==> config.mk <==
export PLATFORM = sky130hd
export DESIGN_NAME = traffic_demand_sensor
export DESIGN_NICKNAME = d
export VERILOG_FILES = /design/src/rtl/traffic_demand_sensor.sv
export SDC_FILE = /design/constraint.sdc
export NUM_CORES = 1
export LEC_CHECK = 0
export BUFFER_PORTS_ARGS = -buffer_cell sky130_fd_sc_hd__clkbuf_2
export CAP_MARGIN = 20
export CORE_MARGIN = 2
export CORE_UTILIZATION = 40
export DETAILED_ROUTE_END_ITERATION = 7
export GPL_ROUTABILITY_DRIVEN = 0
export PLACE_DENSITY_LB_ADDON = 0.05
export SETUP_SLACK_MARGIN = 0.15
export SKIP_LAST_GASP = 1
export SYNTH_ARGS = -nofsm -noshare
export SYNTH_HDL_FRONTEND = slang
export SYNTH_SLANG_ARGS = --single-unit
==> constraint.sdc <==
create_clock -name clk -period 2.8 [get_ports clk]
set_input_delay 0 -clock clk [delete_from_list [all_inputs] [get_ports clk]]
set_output_delay 0 -clock clk [all_outputs]
set_load 0.05 [all_outputs]
==> src/rtl/traffic_demand_sensor.sv <==
// Vehicle-demand front end: debounces road A/B loop detectors, queues and retires vehicles,
// and produces the controller's demand inputs. Optional green-hold cut: TDS_MAXGREEN_EN.
module tds_road #(
    parameter int DEB_LEN       = 4,
    parameter int DEPART_CYCLES = 8,
    parameter int QW            = 4
) (
    input  logic          clk,
    input  logic          reset,
    input  logic          det_i,
    input  logic [1:0]    l_i,
    output logic [QW-1:0] q_o,
    output logic          ovf_o
);
    localparam int DW = (DEB_LEN > 1) ? $clog2(DEB_LEN) : 1;
    localparam int TW = (DEPART_CYCLES > 1) ? $clog2(DEPART_CYCLES) : 1;
    localparam logic [QW-1:0] QMAX = '1;

    logic          s1_q, s2_q, deb_q;
    logic [DW-1:0] dcnt_q;
    logic [TW-1:0] tcnt_q;
    logic [QW-1:0] q_q, q_d;
    logic          ovf_q, ovf_d;
    logic          deb_done, arrival, timer_run, departure;

    // The arrival is taken from the accepting edge itself so q moves together with deb.
    assign deb_done  = (s2_q != deb_q) && (dcnt_q == DW'(DEB_LEN - 1));
    assign arrival   = deb_done && s2_q;
    assign timer_run = (l_i == 2'd0) && (q_q != '0);
    assign departure = timer_run && (tcnt_q == TW'(DEPART_CYCLES - 1));

    always_comb begin
        q_d   = q_q;
        ovf_d = ovf_q;
        if (arrival && !departure) begin
            if (q_q == QMAX) ovf_d = 1'b1;
            else             q_d   = q_q + 1'b1;
        end else if (departure && !arrival) begin
            q_d = q_q - 1'b1;
        end
    end

    always_ff @(posedge clk) begin
        if (reset) begin
            s1_q   <= 1'b0;
            s2_q   <= 1'b0;
            deb_q  <= 1'b0;
            dcnt_q <= '0;
            tcnt_q <= '0;
            q_q    <= '0;
            ovf_q  <= 1'b0;
        end else begin
            s1_q <= det_i;
            s2_q <= s1_q;
            if (s2_q == deb_q) begin
                dcnt_q <= '0;
            end else if (deb_done) begin
                deb_q  <= s2_q;
                dcnt_q <= '0;
            end else begin
                dcnt_q <= dcnt_q + 1'b1;
            end
            if (!timer_run || departure) tcnt_q <= '0;
            else                         tcnt_q <= tcnt_q + 1'b1;
            q_q   <= q_d;
            ovf_q <= ovf_d;
        end
    end

    assign q_o   = q_q;
    assign ovf_o = ovf_q;
endmodule

module traffic_demand_sensor #(
    parameter int DEB_LEN       = 4,
    parameter int DEPART_CYCLES = 8,
    parameter int QW            = 4,
    parameter int MAX_GREEN     = 64
) (
    input  logic          clk,
    input  logic          reset,
    input  logic          det_a_i,
    input  logic          det_b_i,
    input  logic [1:0]    l_a_i,
    input  logic [1:0]    l_b_i,
    output logic          dem_a_o,
    output logic          dem_b_o,
    output logic [QW-1:0] q_a_o,
    output logic [QW-1:0] q_b_o,
    output logic          ovf_a_o,
    output logic          ovf_b_o
);
    tds_road #(.DEB_LEN(DEB_LEN), .DEPART_CYCLES(DEPART_CYCLES), .QW(QW)) u_road_a (
        .clk(clk), .reset(reset), .det_i(det_a_i), .l_i(l_a_i), .q_o(q_a_o), .ovf_o(ovf_a_o)
    );
    tds_road #(.DEB_LEN(DEB_LEN), .DEPART_CYCLES(DEPART_CYCLES), .QW(QW)) u_road_b (
        .clk(clk), .reset(reset), .det_i(det_b_i), .l_i(l_b_i), .q_o(q_b_o), .ovf_o(ovf_b_o)
    );

`ifdef TDS_MAXGREEN_EN
    localparam int GW = $clog2(MAX_GREEN + 1);
    logic [GW-1:0] gcnt_a_q, gcnt_b_q;

    always_ff @(posedge clk) begin
        if (reset) begin
            gcnt_a_q <= '0;
            gcnt_b_q <= '0;
        end else begin
            if (l_a_i != 2'd0)                  gcnt_a_q <= '0;
            else if (gcnt_a_q != GW'(MAX_GREEN)) gcnt_a_q <= gcnt_a_q + 1'b1;
            if (l_b_i != 2'd0)                  gcnt_b_q <= '0;
            else if (gcnt_b_q != GW'(MAX_GREEN)) gcnt_b_q <= gcnt_b_q + 1'b1;
        end
    end

    // A long green is only cut when the other road actually has someone waiting.
    assign dem_a_o = (q_a_o != '0) && !((gcnt_a_q == GW'(MAX_GREEN)) && (q_b_o != '0));
    assign dem_b_o = (q_b_o != '0) && !((gcnt_b_q == GW'(MAX_GREEN)) && (q_a_o != '0));
`else
    assign dem_a_o = (q_a_o != '0);
    assign dem_b_o = (q_b_o != '0);
`endif
endmodule

* Word level (Yosys, flattened, before mapping)
Index checks and enable logic that the tools add are counted.
Word-level totals: bits in registers 26
Operators by class: add/sub/neg operators 8, eq/ne operators 12, muxes and demuxes 6, bitwise logic cells 2, reductions and logical operators 36
Operators by type and width (count):
- 4-bit 2-to-1 mux | 6
- 1-bit logical AND | 12
- 2-bit AND reduction | 6
- 4-bit by 1-bit adder with 4-bit output, second input constant | 2
- 4-bit equality test, second input constant | 2
- 4-bit nonzero test | 2
- 4-bit by 1-bit subtractor with 4-bit output, second input constant | 2
- 3-bit by 1-bit adder with 3-bit output, second input constant | 2
- 3-bit equality test, second input constant | 2
- 1-bit logical NOT | 6
- 3-bit OR reduction | 2
- 2-bit by 1-bit adder with 2-bit output, second input constant | 2
- 2-bit equality test, second input constant | 2
- 2-bit logical NOT | 2
- 2-bit != test, second input constant | 2
- 2-bit nonzero test | 2
- 2-bit OR reduction | 2
- 1-bit equality test | 2
- 1-bit logical OR | 2
- 1-bit != test | 2
- 1-bit inverter | 2

* Longest topological paths before layout
Gate-level depths: netlist of the first run.
depth after elaboration 7, depth in mapped cells 9

* Hierarchy
A second synthesis of the first run with hierarchy kept.
Second synthesis, totals: cells, all modules 130, area, all modules 1321.3 um^2
Modules (own cells, without submodules):
- tds_road | instances 2, cells an instance 64, area an instance 653.1 um^2, sequential area each 260.2 um^2
- traffic_demand_sensor | instances 1, cells an instance 2, area an instance 15.0 um^2, sequential area each 0.0 um^2

* Least setup slack after synthesis of the first run
No wires, ideal clock.
kind reg-to-reg, start register u_road_b.q_q[0], in the netlist u_road_b.q_o[0], end register u_road_b.q_q[3], in the netlist u_road_b.q_o[3], arrival time 2.612 ns, data required time 2.705 ns, path slack 0.093 ns, stages on the path, launching flop included 10, buffers on the path 1, clock period less this slack 2.707 ns, cell sequence dfxtp_1 -> or4_1 -> buf_2 -> a31oi_4 -> inv_2 -> ha_1 -> a21o_1 -> a2111oi_0 -> mux2i_1 -> o311ai_1
Between the ends: word-level cells in the longest chain between the ends 7
RTL lines:
- start, declared | line 22 | logic [QW-1:0] q_q, q_d;
- start signal, assigned | line 65 | q_q <= q_d;
- 4-bit nonzero test *
- named net dem_b_o | line 87 | output logic dem_b_o,
- 1-bit logical AND * | line 29 | assign timer_run = (l_i == 2'd0) && (q_q != '0);
- 1-bit logical AND * | line 30 | assign departure = timer_run && (tcnt_q == TW'(DEPART_CYCLES - 1));
- 1-bit logical NOT | line 35 | if (arrival && !departure) begin
- 1-bit logical AND | line 35
- 2-bit != test (no source line) or 2-bit nonzero test (tied branches)
- 2-bit AND reduction (no source line)
Mark *: on every way through the listed nets, which the timed path passes. The rest lies on a longest branch. The select of a mux whose other input is x is not followed. A chain may end at the register's enable or synchronous reset.

* Worst setup path after layout of the first run
start register u_road_a.q_q[0], in the netlist u_road_a.q_o[0], end register u_road_a.q_q[3], in the netlist u_road_a.q_o[3]
Between the ends: word-level cells in the longest chain between the ends 7
RTL lines (line):
- start, declared | 22
- start signal, assigned | 65
- 4-bit nonzero test | 29
- 1-bit logical AND | 29
- 1-bit logical AND | 30
- 1-bit logical NOT | 35
- 1-bit logical AND | 35
- 2-bit != test (no source line) or 2-bit nonzero test (tied branches)
- 2-bit AND reduction (no source line)
Several ways; a longest one is shown, not always the timed one. The select of a mux whose other input is x is not followed.

==> impl_results.md, run 1 <==
- Min Hold Slack: 0.0130 ns
- CTS buffer count: 3
- Remaining DRCs: 0
- Row count: 20
- Pin count of the biggest net entering global routing: 29
- Die width: 61.2 µm
- First-pass GRT wire length: 3.97 mm
- Post-Route Skew: 0.0142 ns
- All-layer global routing usage: 14.4%
- Fraction of layout cells with a size suffix above 1: 21.2%
- Synth area leaders: dfxtp_1 40%, ha_1 9.6%, mux2i_1 4.6%, nor2_1 3.4%, a31oi_4 3.3%
- Worst-case clock buffer depth: 2
- PwrDens: 431 nW/µm²
- Post-Route Utilization: 49.7%
- Clock tree from TritonCTS: yes
- Max H-tree Level: 1
- Initial Util: 42.5%
- Dpl ws: 0.253 ns
- IO Pins: 20
- Routed len/inst: 12.1 µm
- Congestion Overflow GR: 0
- Yosys warning count: 0
- LEAKAGE: 0.631 nW
- Buffer and inverter count on the worst path: 1
- Crit-path cells: or4_1, a31oi_4, inv_2, ha_1, a21o_1, a2111oi_1, mux2i_1, o311ai_1
- Setup-failing EPs final: 0
- Worst skew pair latency: 0.33 ns
- # fillers: 311
- Yosys top cell area share: 39.8%
- DRT iter0 DRCs: 25
- TNS Setup: 0 ns
- Post-route setup slack: 0.240 ns
- Avg Cell Area, Syn: 9.98 µm²
- Worst EP arrival: 2.81 ns
- Vias in the first global route: 906
- Status: finished, final reports clean
- Post-route minimum period: 2.56 ns
- Slew @ Worst Pin: 0.519 ns
- Unrepaired setup endpoints after global routing: true
- Post-synthesis net count: 151
- CP max-delay cell: or4_1
- Cell taking the most area after synthesis: dfxtp_1
- Fmax: 391 MHz
- 1st-pass router iterations: 4
- Die area: 3740 µm²
- Post-CTS setup buffer count: 0
- Final #Nets: 172
- Crit path kind: flip-flop to flip-flop
- Commonest non-fill, non-tap cell in the layout: dfxtp_1
- Post-Synthesis Cells: 131
- Detailed Place HPWL: 1.69 mm
- Slew Limit Headroom: 65.4%
- Die Y: 61.2 µm
- Post-DRT Antenna Nets: 0
- Worst vdd ir: 0.000248 V
- Final Non-Filler Cells: 195
- Cells after DPL: 187
- Post-synthesis sequential area ratio: 39.8%
- Sink Count: 26
- Mapped cell area: 1310 µm²
- #FFs+latches synth: 26
- Required time worst endpoint: 3.05 ns
- Initial antenna violation count: 0
- CTS root buf: clkbuf_4
- ANT cells: 0
- Number of max-cap violations: 0
- Kind of cell adding the most delay to the critical path: compound AO/OA/AOI/OAI gates
- Crit path largest cell delay: 0.66 ns
- Final worst path period share: 91.4%
- Final hold vios: 0
- Slew Viols, Final: 0
- Core area: 3080 µm²
- Vias: 1002
- CP Max Fanout: 7
- Most frequent cells in the layout: 24 x dfxtp_1, 19 x clkbuf_2, 12 x nor2_1
- Worst min path class: input pin to flip-flop
- CTS clk-pin slew, worst paths: 0.15 ns
- Routed wire length: 2.36 mm
- Port-buffer cells: 19
- Area growth syn-to-layout: 16.9%
- Synth cell types: 29
- CP Capture Type: flip-flop
- Startpoint types: flip-flop
- Vias per cell: 5.14
[sequential cells by signal, summed over array words and instances, names as in the netlist]
| signal | count |
|---|---|
| u_road_a.tcnt_q | 3 |
| u_road_b.s2_q | 1 |
| u_road_b.dcnt_q | 2 |
| u_road_b.s1_q | 1 |
| u_road_b.q_o | 4 |
| u_road_b.ovf_o | 1 |
| u_road_a.s2_q | 1 |
| u_road_a.s1_q | 1 |
| u_road_a.q_o | 4 |
| u_road_b.tcnt_q | 3 |
| u_road_a.ovf_o | 1 |
| u_road_a.deb_q | 1 |
| u_road_a.dcnt_q | 2 |
| u_road_b.deb_q | 1 |
[worst reg2reg max path, delay by kind of cell (launching register included)]
| family | cells | cell delay, ns |
|---|---|---|
| flops | 1 | 0.38 |
| buf+inv | 1 | 0.08 |
| compound gates | 4 | 0.95 |
| mux | 1 | 0.13 |
| simple gates | 1 | 0.66 |
| fa+ha+maj | 1 | 0.28 |
[cell usage after synthesis]
master	count
dfxtp_1	26
nor2_1	12
ha_1	10
mux2i_1	6
nand2b_1	6
nor3_1	6
clkbuf_1	5
a21oi_1	4
and2_1	4
and4_1	4
nor2b_1	4
nor3b_1	4
o21ai_0	4
or4_1	4
xnor2_1	4
a2111oi_0	2
a211oi_1	2
a21o_1	2
a311oi_2	2
a31oi_4	2
buf_2	2
fa_1	2
inv_1	2
inv_2	2
nand2_1	2
nand3b_1	2
nor4_1	2
o311ai_1	2
or3_1	2
[stage by stage]
| step | instance area [µm²] | power [W] |
|---|---|---|
| 2_1_floorplan | 1310 | 0.000397 |
| 3_5_place_dp | 1430 | 0.000404 |
| 6_report | 1530 | 0.000659 |
| 5_1_grt | 1530 | 0.000688 |
| 4_1_cts | 1520 | 0.000671 |
| 3_3_place_gp | 1430 | 0.000403 |
[timing repair]
item	in CTS	in global routing
hold endpoints to repair	3	0
setup endpoints to repair	0	2
hold buffers	4	0
gates resized for setup	0	2
[routing by layer]
| metal | part of all wire [%] | wire [µm] | global-route usage, % |
|---|---|---|---|
| met3 | 2.8 | 67 | 3.15 |
| met1 | 52 | 1230 | 20.5 |
| met5 | 0 | 0 | 0 |
| met2 | 44 | 1040 | 20.8 |
| met4 | 1.1 | 26 | 6.21 |
[where the power goes]
part | internal [W] | total, W | switching (W)
logic | 0.0000125 | 0.0000245 | 0.0000121
registers | 0.000374 | 0.000375 | 0.00000173
clock network | 0.000145 | 0.000259 | 0.000115
[cell type report]
cell class	count	area, µm²	share of cell area, %
clock inverters	1	30.0	1.96
clock buffers	3	22.5	1.47
inverters	4	15.0	0.982
flip-flops and latches	26	523	34.2
repair buffers	23	135	8.84
multi-input cells	94	748	48.9
well taps	44	55.1	3.60
[final timing paths]
kind / startpoint / endpoint / slack, ns / cells after the start
worst min-delay path: l_b_i[0] / u_road_b.tcnt_q[0] / 0.01 / 4
worst min register to register: u_road_a.dcnt_q[0] / u_road_a.dcnt_q[0] / 0.43 / 1
worst max register to register: u_road_a.q_o[0] / u_road_a.q_o[3] / 0.24 / 8
worst max-delay path: u_road_a.q_o[0] / u_road_a.q_o[3] / 0.24 / 8
[kinds of logic (layout without fill, tap and decap cells)]
logic type | Yosys count | count (layout) | synth area share, %
AOI/OAI and AO/OA | 20 | 20 | 13.6
muxes | 6 | 6 | 4.59
adders and majority gates | 12 | 12 | 12.6
DFF | 26 | 26 | 39.8
buffers and inverters | 11 | 31 | 3.35
xor gates and xnor gates | 4 | 4 | 2.68
and+or+nand+nor | 52 | 52 | 23.3
No activity file was read; power rests on OpenSTA's default activity.
==> inputs of run 2 (changes only) <==
Settings changed: CELL_PAD_IN_SITES_DETAIL_PLACEMENT set to 1, CELL_PAD_IN_SITES_GLOBAL_PLACEMENT set to 1.
==> run 2 against run 1 <==
Sequential share of layout area is 1.0 points higher. Critical path type unchanged. Flip-flop and latch count stayed put. Critical endpoint is now u_road_b.q_o[3]. Global-route usage is 1.3 points higher. Critical path depth stayed put.
==> impl_results.md, run 2 (same netlist as run 1, synthesis figures left out) <==
- Status: finished, final reports clean
- TNS Setup: 0 ns (unchanged)
- Die Y: 61.2 µm (unchanged)
- All-layer global routing usage: 15.7% (+1.3 points)
- Worst vdd ir: 0.000175 V (-29%)
- Post-Route Skew: 0.00335 ns (-0.0108 ns)
- Commonest non-fill, non-tap cell in the layout: dfxtp_1
- Pin count of the biggest net entering global routing: 29 (unchanged)
- ANT cells: 0 (unchanged)
- Worst skew pair latency: 0.31 ns (-0.02 ns)
- Congestion Overflow GR: 0 (unchanged)
- Most frequent cells in the layout: 24 x dfxtp_1, 19 x clkbuf_2, 12 x nor2_1
- Worst r2r dst: u_road_b.q_o[3]
- Row count: 20 (unchanged)
- Hold depth: 4 (unchanged)
- Final #Nets: 170 (-1.2%)
- Routed len/inst: 13.3 µm (+10%)
- Post-Route Utilization: 48.2% (-1.5 points)
- Post-route minimum period: 2.50 ns (-0.0632 ns)
- Buffer and inverter count on the worst path: 1 (unchanged)
- CTS root buf: clkbuf_4
- Crit path kind: flip-flop to flip-flop
- Sink Count: 26 (unchanged)
- Critical path depth in cells: 8 (unchanged)
- 1st-pass router iterations: 4 (unchanged)
- Crit path largest cell delay: 0.59 ns (-0.07 ns)
- Unrepaired setup endpoints after global routing: false
- Worst-case clock buffer depth: 2 (unchanged)
- Final worst path period share: 89.2% (-2.3 points)
- Kind of cell adding the most delay to the critical path: compound AO/OA/AOI/OAI gates
- Vias per cell: 5.31 (+3.3%)
- Vias in the first global route: 978 (+7.9%)
- Core area: 3080 µm² (unchanged)
- Number of max-cap violations: 0 (unchanged)
- Slew Viols, Final: 0 (unchanged)
- Fraction of layout cells with a size suffix above 1: 21.6% (+0.43 points)
- Initial Util: 42.5% (unchanged)
- R2R setup slack: 0.30 ns (+0.06 ns)
- Die width: 61.2 µm (unchanged)
- First-pass GRT wire length: 4.40 mm (+11%)
- Detailed Place HPWL: 1.97 mm (+16%)
- Worst r2r src: u_road_b.q_o[1]
- Vias: 1019 (+1.7%)
- Slew Limit Headroom: 66.4% (+1.1 points)
- Initial antenna violation count: 0 (unchanged)
- CP max-delay cell: or4_4
- Area growth syn-to-layout: 13.5%
- Slew @ Worst Pin: 0.504 ns (-0.0158 ns)
- Max H-tree Level: 1 (unchanged)
- Worst EP arrival: 2.72 ns (-0.09 ns)
- HP Start: l_b_i[0]
- Final hold vios: 0 (unchanged)
- Worst min path class: input pin to flip-flop
- Port-buffer cells: 19 (unchanged)
- IO Pins: 20 (unchanged)
- Post-CTS setup buffer count: 0 (unchanged)
- CP Max Fanout: 6 (-1)
- Post-route setup slack: 0.303 ns (+0.0632 ns)
- LEAKAGE: 0.606 nW (-4.0%)
- Routed wire length: 2.55 mm (+8.3%)
- PwrDens: 371 nW/µm² (-14%)
- Dpl ws: 0.224 ns (-0.0295 ns)
- Setup-failing EPs final: 0 (unchanged)
- CTS clk-pin slew, worst paths: 0.13 ns (-0.02 ns)
- Fmax: 401 MHz (+2.5%)
- R2R cell count: 8 (unchanged)
- Crit-path cells: or4_4, a31oi_4, inv_2, ha_1, a21o_1, a2111oi_1, mux2i_1, o311ai_1
- Remaining DRCs: 0 (unchanged)
- # fillers: 365 (+17%)
- Required time worst endpoint: 3.02 ns (-0.03 ns)
- DRT iter0 DRCs: 25 (unchanged)
- Die area: 3740 µm² (unchanged)
- Post-DRT Antenna Nets: 0 (unchanged)
- Startpoint types: flip-flop
- Clock tree from TritonCTS: yes
- CTS buffer count: 3 (unchanged)
- CP Capture Type: flip-flop
- Hold Path End: u_road_b.tcnt_q[0]
[run 2: cell types whose count changed in the layout (fill, tap and decap cells not counted), sizes merged]
cell,before,now
bufinv,1,0
dlygate4sd3,4,2
[run 2: final cells by class]
cell class              count  area, µm²  share of cell area (%)
flip-flops and latches     26        523                    35.2
multi-input cells          94        753                    50.8
repair buffers             21        115                    7.76
well taps                  44       55.1                    3.71
clock buffers               3       22.5                    1.52
inverters                   4       15.0                    1.01
[run 2: routing by layer]
| metal | vias to the layer above | part of all wire [%] | global-route usage [%] |
|---|---|---|---|
| met3 | 0 | 2.6 | 2.94 |
| met5 | - | 0 | 0 |
| met1 | 502 | 48 | 21.1 |
| met4 | 0 | 0 | 4.66 |
| met2 | 8 | 49 | 25.5 |
| li1 | 509 | - | - |
[run 2: how the worst max path moves through the flow]
stage | start | to | slack (ns)
after floorplan | u_road_b.q_o[1] | u_road_b.q_o[3] | 0.12
after global placement | u_road_b.q_o[1] | u_road_b.q_o[3] | 0.31
after detailed placement | u_road_b.q_o[1] | u_road_b.q_o[3] | 0.22
after CTS | u_road_b.q_o[1] | u_road_b.q_o[3] | 0.16
after global routing | u_road_a.q_o[0] | u_road_a.q_o[3] | 0.18
final | u_road_b.q_o[1] | u_road_b.q_o[3] | 0.30
[run 2: power by group]
part	total (W)	internal [W]	switching (W)
logic	0.0000225	0.0000108	0.0000117
clock network	0.000153	0.0000502	0.000102
registers	0.000375	0.000373	0.00000165
[run 2: worst reg2reg max path, delay by kind of cell, from the launching register on]
kind / cells / cell delay, ns
AND/OR/NAND/NOR: 1 / 0.59
AO/OA/AOI/OAI: 4 / 0.94
buffers and inverters: 1 / 0.08
flip-flops: 1 / 0.40
adder cells (fa/ha/maj): 1 / 0.27
multiplexers: 1 / 0.14
[run 2: through the flow]
| stage | cell area (µm²) | instances | total power [W] | hold slack [ns] |
|---|---|---|---|---|
| 3_5_place_dp | 1430 | 187 | 0.000404 | 0.222 |
| 2_1_floorplan | 1310 | 131 | 0.000397 | 0.128 |
| 4_1_cts | 1470 | 192 | 0.000562 | 0.0256 |
| 5_1_grt | 1480 | 192 | 0.000583 | 0.0334 |
| 3_3_place_gp | 1430 | 187 | 0.000403 | 0.208 |
| 6_report | 1480 | 192 | 0.000550 | 0.0302 |
[run 2: repair_timing]
action,4_1_cts,5_1_grt
hold buffers,2,0
hold endpoints to repair,2,0
gates resized for setup,0,4
endpoints found under the setup margin,0,2
